[config.mk]
export PLATFORM = sky130hd
export DESIGN_NAME = regfile_sequencer_flat
export DESIGN_NICKNAME = d
export VERILOG_FILES = /design/src/rtl/regfile_sequencer_if.sv /design/src/rtl/regfile_sequencer.sv /design/src/flat_wrapper.sv
export SDC_FILE = /design/constraint.sdc
export NUM_CORES = 1
export LEC_CHECK = 0
export ABC_CLOCK_PERIOD_IN_PS = 6000
export CAP_MARGIN = 30
export CORE_UTILIZATION = 41
export DETAILED_ROUTE_END_ITERATION = 6
export GPL_ROUTABILITY_DRIVEN = 0
export PLACE_DENSITY = 0.85
export SETUP_SLACK_MARGIN = 0.02
export SYNTH_ARGS = -nofsm -noshare
export SYNTH_HDL_FRONTEND = slang
export SYNTH_SLANG_ARGS = --single-unit
[constraint.sdc]
create_clock -name clk -period 6 [get_ports clk]
set_input_delay 1.2 -clock clk [delete_from_list [all_inputs] [get_ports clk]]
set_output_delay 1.2 -clock clk [all_outputs]
set_load 0.005 [all_outputs]
[src/rtl/regfile_sequencer_if.sv]
// rtl/regfile_sequencer_if.sv - instruction, regfile and ALU signal bundle of regfile_sequencer
// master is the sequencer side; slave is the issue/regfile/ALU side.
interface regfile_sequencer_if #(
  parameter int DATA_WIDTH = 32,
  parameter int ADDR_WIDTH = 5,
  parameter int OP_WIDTH   = 4
);
  logic                  instr_valid;
  logic                  instr_ready;
  logic [ADDR_WIDTH-1:0] instr_rs1;
  logic [ADDR_WIDTH-1:0] instr_rs2;
  logic [ADDR_WIDTH-1:0] instr_rd;
  logic [OP_WIDTH-1:0]   instr_op;
  logic                  instr_use_imm;
  logic [DATA_WIDTH-1:0] instr_imm;
  logic [ADDR_WIDTH-1:0] read_address1;
  logic [ADDR_WIDTH-1:0] read_address2;
  logic [DATA_WIDTH-1:0] read_data1;
  logic [DATA_WIDTH-1:0] read_data2;
  logic [DATA_WIDTH-1:0] alu_a;
  logic [DATA_WIDTH-1:0] alu_b;
  logic [OP_WIDTH-1:0]   alu_op;
  logic [DATA_WIDTH-1:0] alu_result;
  logic                  write_enable;
  logic [ADDR_WIDTH-1:0] write_address;
  logic [DATA_WIDTH-1:0] write_data;
  logic                  done;
  logic [DATA_WIDTH-1:0] result;

  modport master (
    input  instr_valid, instr_rs1, instr_rs2, instr_rd, instr_op, instr_use_imm, instr_imm,
    input  read_data1, read_data2, alu_result,
    output instr_ready, read_address1, read_address2, alu_a, alu_b, alu_op,
    output write_enable, write_address, write_data, done, result
  );

  modport slave (
    output instr_valid, instr_rs1, instr_rs2, instr_rd, instr_op, instr_use_imm, instr_imm,
    output read_data1, read_data2, alu_result,
    input  instr_ready, read_address1, read_address2, alu_a, alu_b, alu_op,
    input  write_enable, write_address, write_data, done, result
  );
endinterface

[src/rtl/regfile_sequencer.sv]
// rtl/regfile_sequencer.sv - four-cycle fetch/exec/writeback sequencer for the regfile and ALU
// One instruction per handshake; the write strobe is combinational so an async reset kills it at once.
module regfile_sequencer #(
  parameter int DATA_WIDTH = 32,
  parameter int ADDR_WIDTH = 5,
  parameter int OP_WIDTH   = 4
) (
  input logic                clk,
  input logic                reset,
  regfile_sequencer_if.master bus
);
  typedef enum logic [1:0] {
    S_IDLE,
    S_FETCH,
    S_EXEC,
    S_WRITEBACK
  } state_t;

  state_t                state_q;
  state_t                state_d;
  logic [ADDR_WIDTH-1:0] rs1_q;
  logic [ADDR_WIDTH-1:0] rs2_q;
  logic [ADDR_WIDTH-1:0] rd_q;
  logic [OP_WIDTH-1:0]   op_q;
  logic                  use_imm_q;
  logic [DATA_WIDTH-1:0] imm_q;
  logic [DATA_WIDTH-1:0] operand_a;
  logic [DATA_WIDTH-1:0] operand_b;
  logic [DATA_WIDTH-1:0] result_q;
  logic                  instr_ready;
  logic                  write_enable;
  logic                  done;
  logic                  accept;

  assign accept = instr_ready & bus.instr_valid;

  always_ff @(posedge clk or posedge reset) begin
    if (reset) begin
      state_q <= S_IDLE;
    end else begin
      state_q <= state_d;
    end
  end

  always_comb begin
    state_d      = state_q;
    instr_ready  = 1'b0;
    write_enable = 1'b0;
    done         = 1'b0;
    unique case (state_q)
      S_IDLE: begin
        instr_ready = 1'b1;
        if (bus.instr_valid) state_d = S_FETCH;
      end
      S_FETCH: state_d = S_EXEC;
      S_EXEC:  state_d = S_WRITEBACK;
      S_WRITEBACK: begin
        // r0 is architecturally constant, so it is never strobed
        write_enable = (rd_q != '0);
        done         = 1'b1;
        state_d      = S_IDLE;
      end
      default: state_d = S_IDLE;
    endcase
  end

  always_ff @(posedge clk or posedge reset) begin
    if (reset) begin
      rs1_q     <= '0;
      rs2_q     <= '0;
      rd_q      <= '0;
      op_q      <= '0;
      use_imm_q <= 1'b0;
      imm_q     <= '0;
      operand_a <= '0;
      operand_b <= '0;
      result_q  <= '0;
    end else begin
      if (accept) begin
        rs1_q     <= bus.instr_rs1;
        rs2_q     <= bus.instr_rs2;
        rd_q      <= bus.instr_rd;
        op_q      <= bus.instr_op;
        use_imm_q <= bus.instr_use_imm;
        imm_q     <= bus.instr_imm;
      end
      if (state_q == S_FETCH) begin
        operand_a <= bus.read_data1;
        operand_b <= use_imm_q ? imm_q : bus.read_data2;
      end
      if (state_q == S_EXEC) begin
        result_q <= bus.alu_result;
      end
    end
  end

  assign bus.instr_ready   = instr_ready;
  assign bus.read_address1 = rs1_q;
  assign bus.read_address2 = rs2_q;
  assign bus.alu_a         = operand_a;
  assign bus.alu_b         = operand_b;
  assign bus.alu_op        = op_q;
  assign bus.write_enable  = write_enable;
  assign bus.write_address = rd_q;
  assign bus.write_data    = result_q;
  assign bus.done          = done;
  assign bus.result        = result_q;
endmodule
[src/flat_wrapper.sv]
// flat-port wrapper written by rule: the top's interface ports become plain ports
module regfile_sequencer_flat 
#(
  parameter int DATA_WIDTH = 32,
  parameter int ADDR_WIDTH = 5,
  parameter int OP_WIDTH   = 4
)
  (clk, reset, bus_instr_valid, bus_instr_rs1, bus_instr_rs2, bus_instr_rd, bus_instr_op, bus_instr_use_imm, bus_instr_imm, bus_read_data1, bus_read_data2, bus_alu_result, bus_instr_ready, bus_read_address1, bus_read_address2, bus_alu_a, bus_alu_b, bus_alu_op, bus_write_enable, bus_write_address, bus_write_data, bus_done, bus_result);
  regfile_sequencer_if #(.DATA_WIDTH(DATA_WIDTH), .ADDR_WIDTH(ADDR_WIDTH), .OP_WIDTH(OP_WIDTH)) bus_i ();
  input logic clk;
  input logic reset;
  input wire logic [$bits(bus_i.instr_valid)-1:0] bus_instr_valid;
  input wire logic [$bits(bus_i.instr_rs1)-1:0] bus_instr_rs1;
  input wire logic [$bits(bus_i.instr_rs2)-1:0] bus_instr_rs2;
  input wire logic [$bits(bus_i.instr_rd)-1:0] bus_instr_rd;
  input wire logic [$bits(bus_i.instr_op)-1:0] bus_instr_op;
  input wire logic [$bits(bus_i.instr_use_imm)-1:0] bus_instr_use_imm;
  input wire logic [$bits(bus_i.instr_imm)-1:0] bus_instr_imm;
  input wire logic [$bits(bus_i.read_data1)-1:0] bus_read_data1;
  input wire logic [$bits(bus_i.read_data2)-1:0] bus_read_data2;
  input wire logic [$bits(bus_i.alu_result)-1:0] bus_alu_result;
  output wire logic [$bits(bus_i.instr_ready)-1:0] bus_instr_ready;
  output wire logic [$bits(bus_i.read_address1)-1:0] bus_read_address1;
  output wire logic [$bits(bus_i.read_address2)-1:0] bus_read_address2;
  output wire logic [$bits(bus_i.alu_a)-1:0] bus_alu_a;
  output wire logic [$bits(bus_i.alu_b)-1:0] bus_alu_b;
  output wire logic [$bits(bus_i.alu_op)-1:0] bus_alu_op;
  output wire logic [$bits(bus_i.write_enable)-1:0] bus_write_enable;
  output wire logic [$bits(bus_i.write_address)-1:0] bus_write_address;
  output wire logic [$bits(bus_i.write_data)-1:0] bus_write_data;
  output wire logic [$bits(bus_i.done)-1:0] bus_done;
  output wire logic [$bits(bus_i.result)-1:0] bus_result;
  assign bus_i.instr_valid = bus_instr_valid;
  assign bus_i.instr_rs1 = bus_instr_rs1;
  assign bus_i.instr_rs2 = bus_instr_rs2;
  assign bus_i.instr_rd = bus_instr_rd;
  assign bus_i.instr_op = bus_instr_op;
  assign bus_i.instr_use_imm = bus_instr_use_imm;
  assign bus_i.instr_imm = bus_instr_imm;
  assign bus_i.read_data1 = bus_read_data1;
  assign bus_i.read_data2 = bus_read_data2;
  assign bus_i.alu_result = bus_alu_result;
  assign bus_instr_ready = bus_i.instr_ready;
  assign bus_read_address1 = bus_i.read_address1;
  assign bus_read_address2 = bus_i.read_address2;
  assign bus_alu_a = bus_i.alu_a;
  assign bus_alu_b = bus_i.alu_b;
  assign bus_alu_op = bus_i.alu_op;
  assign bus_write_enable = bus_i.write_enable;
  assign bus_write_address = bus_i.write_address;
  assign bus_write_data = bus_i.write_data;
  assign bus_done = bus_i.done;
  assign bus_result = bus_i.result;
  regfile_sequencer #(.DATA_WIDTH(DATA_WIDTH), .ADDR_WIDTH(ADDR_WIDTH), .OP_WIDTH(OP_WIDTH)) u_core (.clk(clk), .reset(reset), .bus(bus_i));
endmodule
==> out/qor.txt <==
Final nets: 858
Slowest-stage cell, CP: or4_1
GRT overflow: 0
Fin crit period: 3.13 ns
Fmax: 320 MHz
Cells after Synth: 433
Die Area: 15600 um2
Static Leak: 4.09 nW
Core Util, Final: 66.6%
Cell area after synthesis: 6200 um2
Post-CTS setup buffers: 0
Post-synth cell types: 15
# diodes: 0
Worst Hold Depth: 1
Post-cts repair resize count: 0
Fillers: 1022
WHS Endpoint: u_core.bus.alu_a[12]$_DFFE_PP0N_
CTS Hold Buffers Added: 0
Reg2reg setup slack: 4.03 ns
Wl on met1: 5610 um
Unrepaired setup endpoints after global routing: no
Root Buffer: clkbuf_16
Outcome: complete, but fails checks
Vias per cell: 4.81
Worst VDD drop: 265 uV
WL/cell: 17.2 um
Vias: 4326
Die X: 125 um
Startpoint class of the critical path: flop
GRT Total Usage: 20.5%
Die Y: 125 um
Pins Over Slew Limit: 0
Setup crit end kind: output pin
Initial core utilization: 42.4%
Max Buffers Root-to-Sink: 2
Drt first pass iters: 7
Crit path DAT: 1.93 ns
TritonCTS clock tree: built
P&R area growth vs syn: 57.2%
Simple-gate area share of the yosys netlist: 2.32%
Main combinational cell family by area after synthesis: multiplexers
Sequential fraction of the synthesis area: 60.5%
Final setup TNS: 0 ns
Largest net degree at the start of global routing: 105
Hold WC Path Type: flop to flop
Initial antenna violation count: 0
WL met2: 8350 um
Endpoints failing setup: 0
Post-route DRC: 48
Worst-margin pin slew: 0.697 ns
CP cell instances: or4_1, o21a_1, clkdlybuf4s50_1
Final Hold Viols: 0
Max-slew headroom: 53.5%
Clk slew on worst S/H paths: 0.06 ns
Buf+Inv Stages, Crit Path: 1
Yosys reg bits: 150
Worst Min Path Start: u_core.bus.alu_a[12]$_DFFE_PP0N_
Routed Wire Length: 15400 um
Metal3 WL: 1210 um
Post-Syn Area per Cell: 14.3 um2
Syn nets: 589
TritonCTS Sinks: 150
PD cells: 549 nW/um2
Worst-path maximum fanout: 3
Core Box Area: 14600 um2
Row count: 44
FF-to-FF End: u_core.imm_q[26]$_DFFE_PP0P_
FF-to-FF Start: u_core.state_q[0]$_DFFE_PP0P_
Max Cap Violations: 0
DRT iter0 DRCs: 220
Number of synthesis warnings: 0
Commonest cells after routing, fill and taps aside: clkdlybuf4s50_1, dfrtp_1, mux2_2, mux2i_1, nor2_1
Adder-Cell Fraction of Synth Area: 1.01%
R2R depth: 5
Dpl hpwl: 11400 um
Clock Latency Late Sink: 0.41 ns
I/O pins: 301
Hold WS: 0.506 ns
Top sig layer: met4
CTS H-tree depth: 4
Mux share of post-synthesis cell area: 26.6%
Critical path class: flop to output pin
Req. time, crit path: 4.80 ns
CP delay by family, top: simple AND/OR/NAND/NOR gates
Vias in the first global route: 4682
Failing checks: design-rule violations
PortBufs: 300
Compound-gate portion of the synthesized area: 2.70%
CP peak stage delay: 0.50 ns
Total CTS buffers: 17
Clock Skew: 0.00519 ns
Period utilisation layout: 52.2%
Post-route ant nets: 0
Share of cells above drive strength 1: 22.1%
First-pass GRT wire length: 24500 um
Most common cell after layout, fill and taps aside: clkdlybuf4s50_1
Xor and xnor area share after synthesis: 0%
[sequential cells by signal (all words and copies together), names as in the netlist]
| register | cells |
|---|---|
| u_core.bus.alu_a | 32 |
| u_core.bus.alu_b | 32 |
| u_core.bus.alu_op | 4 |
| u_core.bus.read_address1 | 5 |
| u_core.bus.read_address2 | 5 |
| u_core.bus.result | 32 |
| u_core.bus.write_address | 5 |
| u_core.imm_q | 32 |
| u_core.state_q | 2 |
| u_core.use_imm_q | 1 |
[area by class of cell]
class	instances	area (um2)	share of cell area, %
Tap cell	184	230	2.36
Sequential cell	150	3750	38.5
Inverter	3	16.3	0.167
Clock buffer	19	443	4.54
Clock inverter	13	171	1.76
Multi-Input combinational cell	224	2030	20.9
Timing Repair Buffer	306	3100	31.8
[report_power, final]
group	internal (W)	switching, W
sequential	0.00154	0.000337
combinational	0.00158	0.000808
clock	0.000671	0.000415
[synth_stat cells (all sizes together)]
library cell	number	area (um2)
a21oi	32	160
buf	54	408
clkbuf	2	7.51
dfrtp	150	3750
ha	5	62.6
inv	3	11.3
mux2	117	1320
mux2i	33	330
nand2	1	6.26
nand2b	1	6.26
nor2	33	124
o21a	1	7.51
or4	1	7.51
[metrics by stage]
stage	power [W]	setup slack [ns]	area, um2	cells
floorplan	0.00306	0.764	6200	433
finish	0.00535	2.87	9750	899
CTS	0.00540	2.84	9700	897
detailed placement	0.00429	2.98	9090	865
global placement	0.00416	3.03	9060	864
global route	0.00567	2.77	9750	899
[worst reg2reg max path, stage by stage (launching register included)]
cell and delay [ns]:
dfrtp_1 0.42, inv_1 0.12, ha_1 0.25, nand2_2 0.07, buf_4 0.53, mux2_2 0.47
[how the worst max path moves through the flow]
stage	slack [ns]	depth (start not counted)	end	from
after global placement	3.03	3	u_core.bus.alu_a[9]$_DFFE_PP0N_	reset
after floorplan	0.76	1	u_core.bus.alu_a[0]$_DFFE_PP0N_	reset
after global routing	2.77	3	bus_write_enable	u_core.bus.write_address[3]$_DFFE_PP0P_
after CTS	2.84	3	bus_write_enable	u_core.bus.write_address[3]$_DFFE_PP0P_
after detailed placement	2.98	3	u_core.bus.alu_a[11]$_DFFE_PP0N_	reset
final	2.87	3	bus_write_enable	u_core.bus.write_address[3]$_DFFE_PP0P_
[kinds of logic after synthesis]
family                     count (synthesis)
muxes                                    150
DFF                                      150
buffers and inverters                     59
and+or+nand+nor                           36
AOI/OAI and AO/OA                         33
adders and majority gates                  5
[per-layer routing]
metal / up-vias / global-route usage, %
met3: 22 / 7.02
met2: 189 / 37.8
met1: 2114 / 21.3
met4: 0 / 8.18
met5: - / 0
li1: 2001 / -
No activity file was read; power rests on OpenSTA's default activity.
